**config.mk**
```make
export PLATFORM = sky130hd
export DESIGN_NAME = uart_tx_stream
export DESIGN_NICKNAME = d
export VERILOG_FILES = /design/src/rtl/uart_pkg.sv /design/src/rtl/sync_fifo.sv /design/src/rtl/uart_tx_stream.sv
export SDC_FILE = /design/constraint.sdc
export NUM_CORES = 1
export LEC_CHECK = 0
export BUFFER_PORTS_ARGS = -buffer_cell sky130_fd_sc_hd__buf_2
export CAP_MARGIN = 20
export CORE_MARGIN = 1
export CORE_UTILIZATION = 45
export DETAILED_ROUTE_END_ITERATION = 8
export PLACE_DENSITY = 0.64
export RECOVER_POWER = 100
export SYNTH_ARGS = -nofsm -noshare
export SYNTH_HDL_FRONTEND = slang
export SYNTH_SLANG_ARGS = --single-unit
```
**constraint.sdc**
```tcl
create_clock -name clk -period 3.6 [get_ports clk]
set_input_delay 1.08 -clock clk [delete_from_list [all_inputs] [get_ports clk]]
set_output_delay 1.08 -clock clk [all_outputs]
set_load 0.005 [all_outputs]
```
**src/rtl/uart_pkg.sv**
```systemverilog
// Shared types and constants for the byte-stream UART blocks.
package uart_pkg;

  typedef enum logic [1:0] {
    IDLE  = 2'd0,
    START = 2'd1,
    DATA  = 2'd2,
    STOP  = 2'd3
  } uart_tx_state_t;

  localparam int   UART_DATA_BITS  = 32'd8;
  localparam logic UART_IDLE_LEVEL = 1'b1;

  // Counter width that still works when the terminal count is 1.
  function automatic int cnt_width(input int n);
    return (n > 32'd1) ? $clog2(n) : 32'd1;
  endfunction

endpackage

```
**src/rtl/sync_fifo.sv**
```systemverilog
// Single-clock first-word-fall-through FIFO with occupancy count.
module sync_fifo #(
  parameter int WIDTH = 32'd8,
  parameter int DEPTH = 32'd16
) (
  input  logic                       clk,
  input  logic                       rst,
  input  logic                       push,
  input  logic [WIDTH-1:0]           wdata,
  input  logic                       pop,
  output logic [WIDTH-1:0]           rdata,
  output logic                       full,
  output logic                       empty,
  output logic [$clog2(DEPTH):0]     count
);

  localparam int AW = $clog2(DEPTH);

  logic [WIDTH-1:0] mem_r [DEPTH];
  logic [AW-1:0]    wr_ptr_r;
  logic [AW-1:0]    rd_ptr_r;
  logic [AW:0]      count_r;
  logic             do_push_s;
  logic             do_pop_s;

  // A push into a full buffer is dropped here so no entry is ever overwritten.
  assign do_push_s = push && !full;
  assign do_pop_s  = pop && !empty;

  assign full  = (count_r == (AW+1)'(DEPTH));
  assign empty = (count_r == {(AW+1){1'b0}});
  assign count = count_r;
  assign rdata = mem_r[rd_ptr_r];

  // Storage array, written at the tail pointer.
  always_ff @(posedge clk) begin
    if (do_push_s) begin
      mem_r[wr_ptr_r] <= wdata;
    end
  end

  // Pointers and occupancy; pointers wrap naturally at the power-of-2 depth.
  always_ff @(posedge clk or posedge rst) begin
    if (rst) begin
      wr_ptr_r <= {AW{1'b0}};
      rd_ptr_r <= {AW{1'b0}};
      count_r  <= {(AW+1){1'b0}};
    end else begin
      if (do_push_s) begin
        wr_ptr_r <= wr_ptr_r + AW'(1);
      end
      if (do_pop_s) begin
        rd_ptr_r <= rd_ptr_r + AW'(1);
      end
      case ({do_push_s, do_pop_s})
        2'b10:   count_r <= count_r + (AW+1)'(1);
        2'b01:   count_r <= count_r - (AW+1)'(1);
        default: count_r <= count_r;
      endcase
    end
  end

endmodule

```
**src/rtl/uart_tx_stream.sv**
```systemverilog
// Buffered 8N1 UART transmitter: valid/ready byte intake, FIFO, serialiser.
module uart_tx_stream
  import uart_pkg::*;
#(
  parameter int CLK_FREQ   = 32'd100_000_000,
  parameter int BAUD       = 32'd115200,
  parameter int FIFO_DEPTH = 32'd16
) (
  input  logic                          clk,
  input  logic                          rst,
  input  logic [7:0]                    data_i,
  input  logic                          valid_i,
  output logic                          ready_o,
  output logic                          tx_data,
  output logic                          busy_o,
  output logic [$clog2(FIFO_DEPTH):0]   fifo_count_o
);

  localparam int CLKS_PER_BIT = CLK_FREQ / BAUD;
  localparam int BW           = cnt_width(CLKS_PER_BIT);

  uart_tx_state_t            state_r;
  uart_tx_state_t            next_state_s;
  logic [BW-1:0]             baud_cnt_r;
  logic [2:0]                bit_idx_r;
  logic [UART_DATA_BITS-1:0] shift_r;
  logic [UART_DATA_BITS-1:0] shift_next_s;
  logic                      tx_r;
  logic                      tx_next_s;
  logic                      push_s;
  logic                      pop_s;
  logic                      fifo_full_s;
  logic                      fifo_empty_s;
  logic [7:0]                fifo_rdata_s;
  logic                      baud_last_s;
  logic                      bit_last_s;

  assign push_s       = valid_i && !fifo_full_s;
  assign ready_o      = !fifo_full_s;
  assign busy_o       = (state_r != IDLE) || !fifo_empty_s;
  assign tx_data      = tx_r;
  assign baud_last_s  = (baud_cnt_r == BW'(CLKS_PER_BIT - 32'd1));
  assign bit_last_s   = (bit_idx_r == 3'(UART_DATA_BITS - 32'd1));

  sync_fifo #(
    .WIDTH (32'd8),
    .DEPTH (FIFO_DEPTH)
  ) u_fifo (
    .clk   (clk),
    .rst   (rst),
    .push  (push_s),
    .wdata (data_i),
    .pop   (pop_s),
    .rdata (fifo_rdata_s),
    .full  (fifo_full_s),
    .empty (fifo_empty_s),
    .count (fifo_count_o)
  );

  // FSM state register.
  always_ff @(posedge clk or posedge rst) begin
    if (rst) begin
      state_r <= IDLE;
    end else begin
      state_r <= next_state_s;
    end
  end

  // Next state and FIFO pop; the STOP exit pops directly so frames abut.
  always_comb begin
    next_state_s = state_r;
    pop_s        = 1'b0;
    case (state_r)
      IDLE: begin
        if (!fifo_empty_s) begin
          next_state_s = START;
          pop_s        = 1'b1;
        end else begin
          next_state_s = IDLE;
        end
      end
      START: begin
        if (baud_last_s) next_state_s = DATA;
        else             next_state_s = START;
      end
      DATA: begin
        if (baud_last_s && bit_last_s) next_state_s = STOP;
        else                           next_state_s = DATA;
      end
      STOP: begin
        if (baud_last_s) begin
          if (!fifo_empty_s) begin
            next_state_s = START;
            pop_s        = 1'b1;
          end else begin
            next_state_s = IDLE;
          end
        end else begin
          next_state_s = STOP;
        end
      end
      default: next_state_s = IDLE;
    endcase
  end

  // Line level is derived from the next state so the registered pin changes on the transition edge.
  always_comb begin
    shift_next_s = shift_r;
    tx_next_s    = UART_IDLE_LEVEL;
    if (pop_s) begin
      shift_next_s = fifo_rdata_s;
    end else if ((state_r == DATA) && baud_last_s) begin
      shift_next_s = shift_r >> 1;
    end else begin
      shift_next_s = shift_r;
    end
    case (next_state_s)
      START:   tx_next_s = 1'b0;
      DATA:    tx_next_s = shift_next_s[0];
      STOP:    tx_next_s = UART_IDLE_LEVEL;
      IDLE:    tx_next_s = UART_IDLE_LEVEL;
      default: tx_next_s = UART_IDLE_LEVEL;
    endcase
  end

  // Baud counter, bit index, shift register and output register.
  always_ff @(posedge clk or posedge rst) begin
    if (rst) begin
      baud_cnt_r <= {BW{1'b0}};
      bit_idx_r  <= 3'd0;
      shift_r    <= {UART_DATA_BITS{1'b0}};
      tx_r       <= UART_IDLE_LEVEL;
    end else begin
      if (pop_s || (state_r == IDLE) || baud_last_s) begin
        baud_cnt_r <= {BW{1'b0}};
      end else begin
        baud_cnt_r <= baud_cnt_r + BW'(1);
      end
      if (state_r == START) begin
        bit_idx_r <= 3'd0;
      end else if ((state_r == DATA) && baud_last_s) begin
        bit_idx_r <= bit_idx_r + 3'd1;
      end
      shift_r <= shift_next_s;
      tx_r    <= tx_next_s;
    end
  end

endmodule

```
==> impl_metrics.toml, run 1 <==
[timing]
holdWs_ns = 0.475
fin_setup_tns_ns = 0
max_freq_mhz = 313
finalSetupViolCount = 0
period_minus_slack_ns = 3.20
slew_headroom_pct = -32.5
rsz0062_at_grt = "false"
worst_slack_ns = 0.401
worst_pin_slew_ns = 1.99
clock_skew_ns = 0.00985
finalMaxSlewViolations = 38
hold_viol_final = 0
finalCritPeriodShare_pct = 88.9

[placed_design]
dp_slack_ns = 0.409
portBuffers = 18
dp_hpwl_um = 8200
gp_congestion = 0.762
place_area_um2 = 7370

[critical_path]
start_kind = "flip-flop"
crit_buf_inv = 1
critPathCaptureType = "flip-flop"
crit_chain = "or4_1, nor2_1, o32a_2, inv_2, ha_1, xor2_1, ha_1, o21a_1, o21ai_0, nand3b_1, a21oi_1, xor2_1"
worstPathRequired_ns = 3.95
worst-path-max-fanout = 19
slowest_stage = "or4_1"
critPathMaxStageDelay_ns = 0.60
critical-path-top-delay-family = "simple AND/OR/NAND/NOR gates"
worst-setup-path-type = "reg -> reg"
cp.arrival_ns = 3.55

[layout]
multi_input_area_um2 = 2060
syn_to_final_growth_pct = 11.8
seq_area_um2 = 4770
layout-drive-gt1-share_pct = 15.6
layout_commonest_cell = "edfxtp_1"
diodes = 0
stdcell_area_um2 = 7820
most-common-layout-cells = "edfxtp_1 (128), dfrtp_1 (36), nor2_1 (31)"
nNetsFinal = 471
fill_cells = 1238

[power]
ir_drop_mv = 0.492
leakage_nw = 2.84
p_per_area_nw_per_um2 = 706

[global_route]
globalRouteTotalUtil_pct = 18.2
grt_pass1_vias = 3652
grt_max_degree = 38
antenna_found_initial = 0
grt_pass1_wl_um = 20700
grt_overflow = 0

[clock_network]
cts_buffers = 17
ctsResizeCount = 0
post_cts_buffers = 0
clk_latency_ns = 0.43
cts_tree = "built"
cts_hold_buf = 0
htreeDepth = 4
cts_buffer_depth = 2
path_clk_slew_ns = 0.06
cts_root_buffer = "clkbuf_16"
clock_sinks = 165

[routing]
drc_errors = 0
wirelength_um = 13100
drtPass1Iterations = 4
viasPerCell = 5.50
drt_iter0_drc = 178
wl_per_cell_um = 20.3
dr_total_vias = 3532
drtAntennaViolNets = 0

[logic_synthesis]
synth_cells = 400
seq_area_frac_synth_pct = 68.2
yosysTopAreaCell = "edfxtp_1"
synth_top_family_by_area = "multiplexers"
async_flop_share_pct = 22.4
synth_simple_gate_area_share_pct = 5.98
synth_area_per_cell_um2 = 17.5
synth_ff_type = "edfxtp_1"
synthMuxAreaShare_pct = 15.0
synth_edf_count = 128
synth-xor-area-share_pct = 2.76
synth_area_leaders = "edfxtp_1 (55%), dfrtp_1 (13%), mux4_2 (7.7%), mux4_1 (5.6%), ha_1 (3.4%)"
yosysWarnings = 0
yosys.area.top_type_share_pct = 55.0
ys_types = 46
synth_area_um2 = 6990
synth_seq_cells = 165
synth-compound-area-share_pct = 2.40
synth_adder_area_share_pct = 3.40
syn_nets = 430

[die]
core_um2 = 15200
fp-row-count = 45
dieArea_um2 = 16000
die_x_um = 127
start_util_pct = 46.0
die_h_um = 127
ioPinCount = 19

[min_path]
hold_path_class = "reg -> reg"

[job]
maxCapViolCount = 1

[status]
failed_checks = "capacitance limit, slew limit"
status = "complete, but fails checks"
-- path summary, 6_finish.rpt --
check                      slack (ns)         endpoint  depth (start not counted)            start
max                              0.40  u_fifo.count[4]                         12  u_fifo.count[1]
min                              0.47    baud_cnt_r[0]                          1    baud_cnt_r[0]
max reg2reg                      0.40  u_fifo.count[4]                         12  u_fifo.count[1]
min reg2reg                      0.47    baud_cnt_r[0]                          1    baud_cnt_r[0]
max in group asynchronous        1.09  u_fifo.count[3]                          3              rst
min in group asynchronous        1.37  u_fifo.count[4]                          3              rst
-- synth_stat cells (5+ instances only) --
master	instances
xnor2_1	9
xor2_1	13
mux4_2	24
mux2i_1	10
a21oi_1	6
nand3_1	6
nand2_1	23
ha_1	19
dfrtp_1	36
edfxtp_1	128
mux4_1	15
inv_1	10
buf_2	5
nor2_1	31
clkbuf_1	5
o21ai_1	7
-- stage by stage --
stage | cells | util (%) | total power [mW]
floorplan | 400 | - | 3.57
global placement | 610 | 48.5 | 3.92
detailed placement | 610 | 48.5 | 3.95
CTS | 642 | 52.1 | 5.63
global route | 642 | 51.4 | 5.80
finish | 642 | 51.4 | 5.52
-- where the power goes --
part / switching (mW) / total, mW / leakage, nW / internal [mW]
combinational: 0.647 / 1.27 / 0.950 / 0.623
clock: 0.774 / 1.67 / 0.270 / 0.899
sequential: 0.232 / 2.58 / 1.62 / 2.35
-- per-layer routing --
metal	track usage [%]	vias up	wire [um]
li1	-	1640	-
met4	8.19	0	252
met5	0	-	0
met1	24.0	1813	5980
met2	28.4	67	6320
met3	5.15	12	500
-- worst reg2reg max path, delay by kind of cell, from the launching register on --
| family | cells | cell delay [ns] |
|---|---|---|
| AND/OR/NAND/NOR | 3 | 0.87 |
| AO/OA/AOI/OAI | 4 | 0.72 |
| adder cells (fa/ha/maj) | 2 | 0.58 |
| flip-flops | 1 | 0.48 |
| XOR/XNOR | 2 | 0.34 |
| buffers and inverters | 1 | 0.15 |
-- flip-flops by register name (all words and copies together) (netlist names) --
name	cells
state_r	2
bit_idx_r	3
shift_r	8
tx_data	1
u_fifo.mem_r	128
u_fifo.count	5
baud_cnt_r	10
u_fifo.rd_ptr_r	4
u_fifo.wr_ptr_r	4
-- area by class of cell --
class,count,share of cell area (%)
inverter,12,0.576
sequential,165,61.0
clock buffer,17,5.44
clock inverter,15,1.50
tap,188,3.01
timing repair buffer,39,2.11
multi-input combinational,206,26.4
-- cell families after synthesis --
family / after synthesis
XOR/XNOR: 22
flip-flops: 165
AO/OA/AOI/OAI: 27
adder cells (fa/ha/maj): 19
buffers and inverters: 29
multiplexers: 50
AND/OR/NAND/NOR: 88
No activity file was read; power rests on OpenSTA's default activity.
==> inputs of run 2 (changes only) <==
--- a/config.mk
+++ b/config.mk
@@ -7,6 +7,7 @@
 export LEC_CHECK = 0
 export BUFFER_PORTS_ARGS = -buffer_cell sky130_fd_sc_hd__buf_2
 export CAP_MARGIN = 20
+export CORE_ASPECT_RATIO = 0.6
 export CORE_MARGIN = 1
 export CORE_UTILIZATION = 45
 export DETAILED_ROUTE_END_ITERATION = 8
==> run 2 against run 1 <==
- the flow now finishes without violations
- core utilization increased by 1.9 points
- global-route usage increased by 0.72 points
- sequential cell count unchanged
- combinational power about the same
- die area increased by 0.10%
- clock power increased by 12%
- register-to-register slack about the same
- routed wire length increased by 6.3%
- largest cell class unchanged
- largest power group unchanged
- highest routed layer unchanged
==> impl_metrics.toml, run 2 (synthesis gave the netlist of run 1 again) <==
[global_route]
antenna_found_initial = 0
grt_pass1_vias = 3644
globalRouteTotalUtil_pct = 19.0
grt_overflow = 0
grt_max_degree = 27
grt_pass1_wl_um = 21500

[critical_path]
slowest_stage = "dfrtp_1"
critPathMaxStageDelay_ns = 0.39
r2r-start = "baud_cnt_r[0]"
regToRegEndpoint = "u_fifo.count[4]"
worst-path-max-fanout = 19
worstPathRequired_ns = 3.93
critPathLaunch = "baud_cnt_r[0]"
worstRegToRegCells = 13
worst-setup-path-type = "reg -> reg"
critPathCaptureType = "flip-flop"
cp.arrival_ns = 3.54
crit_chain = "ha_1, nor3b_1, nand3_1, o32a_2, inv_2, ha_2, xor2_1, ha_1, o21a_1, o21ai_0, nand3b_1, a21oi_1, xor2_1"
start_kind = "flip-flop"
r2r_setup_slack_ns = 0.40
cp_num_cells = 13
critical-path-top-delay-family = "adder cells"
crit_buf_inv = 1

[timing]
finalSetupViolCount = 0
clock_skew_ns = 0.00860
worst_pin_slew_ns = 0.992
rsz0062_at_grt = "false"
slew_headroom_pct = 33.8
finalMaxSlewViolations = 0
finalCritPeriodShare_pct = 89.0
max_freq_mhz = 312
period_minus_slack_ns = 3.20
fin_setup_tns_ns = 0
holdWs_ns = 0.492
hold_viol_final = 0

[min_path]
hold_path_class = "reg -> reg"
whs_endpoint = "baud_cnt_r[0]"
worstHoldStart = "baud_cnt_r[0]"
min_path_cells = 1

[layout]
layout-drive-gt1-share_pct = 15.6
largest_reg_flops = 128
syn_to_final_growth_pct = 13.2
seq_area_um2 = 4770
fill_cells = 1190
nNetsFinal = 474
stdcell_area_um2 = 7920
top_register = "u_fifo.mem_r"
reg_top3 = "u_fifo.mem_r x128, baud_cnt_r x10, shift_r x8"
multi_input_area_um2 = 2060
layout_commonest_cell = "edfxtp_1"
most-common-layout-cells = "edfxtp_1 (128), dfrtp_1 (36), clkbuf_1 (32)"
diodes = 0

[clock_network]
htreeDepth = 4
clock_sinks = 165
cts_buffer_depth = 2
clk_latency_ns = 0.41
cts_hold_buf = 0
cts_root_buffer = "clkbuf_16"
ctsResizeCount = 0
cts_tree = "built"
post_cts_buffers = 0
path_clk_slew_ns = 0.06
cts_buffers = 17

[routing]
drtAntennaViolNets = 0
dr_total_vias = 3590
wirelength_um = 13900
wl_per_cell_um = 21.2
drtPass1Iterations = 5
viasPerCell = 5.49
drt_iter0_drc = 338
drc_errors = 0

[die]
die_x_um = 163
start_util_pct = 47.1
die_h_um = 98.6
dieArea_um2 = 16100
ioPinCount = 19
fp-row-count = 34
core_um2 = 14800

[job]
maxCapViolCount = 0

[placed_design]
portBuffers = 18
dp_hpwl_um = 9060
place_area_um2 = 7400
gp_congestion = 0.836

[power]
leakage_nw = 2.87
power_mw = 5.75
p_per_area_nw_per_um2 = 726
ir_drop_mv = 0.311

[status]
status = "finished clean"
-- run 2: final cells by class --
cell class / instances / share of cell area, %
timing repair buffer: 42 / 2.26
tap: 198 / 3.13
sequential: 165 / 60.2
clock inverter: 13 / 2.31
inverter: 12 / 0.569
multi-input combinational: 206 / 26.1
clock buffer: 18 / 5.42
-- run 2: through the flow --
step	util (%)	cells	setup WS, ns
2_1_floorplan	-	400	0.523
3_3_place_gp	49.9	622	0.497
3_5_place_dp	49.9	622	0.377
4_1_cts	54.0	653	0.332
5_1_grt	53.3	654	0.0698
6_report	53.3	654	0.396
-- run 2: power by group --
part / switching (mW) / total (mW) / leakage [nW] / internal (mW)
Clock: 0.712 / 1.87 / 0.291 / 1.16
Sequential: 0.255 / 2.60 / 1.62 / 2.35
Combinational: 0.652 / 1.28 / 0.951 / 0.626
Total: 1.62 / 5.75 / 2.87 / 4.13
-- run 2: metal layers --
metal / track usage [%] / vias up / share of wire (%)
met5: 0 / - / 0
met4: 6.18 / 0 / 0.56
met3: 4.50 / 6 / 5.8
met2: 27.2 / 90 / 44
met1: 28.6 / 1860 / 50
li1: - / 1634 / -
-- run 2: worst max-delay path by stage --
stage / to / slack (ns)
floorplan: u_fifo.count[4] / 0.52
global placement: u_fifo.count[4] / 0.50
detailed placement: u_fifo.count[4] / 0.38
CTS: u_fifo.count[4] / 0.33
global route: u_fifo.count[4] / 0.07
finish: u_fifo.count[4] / 0.40
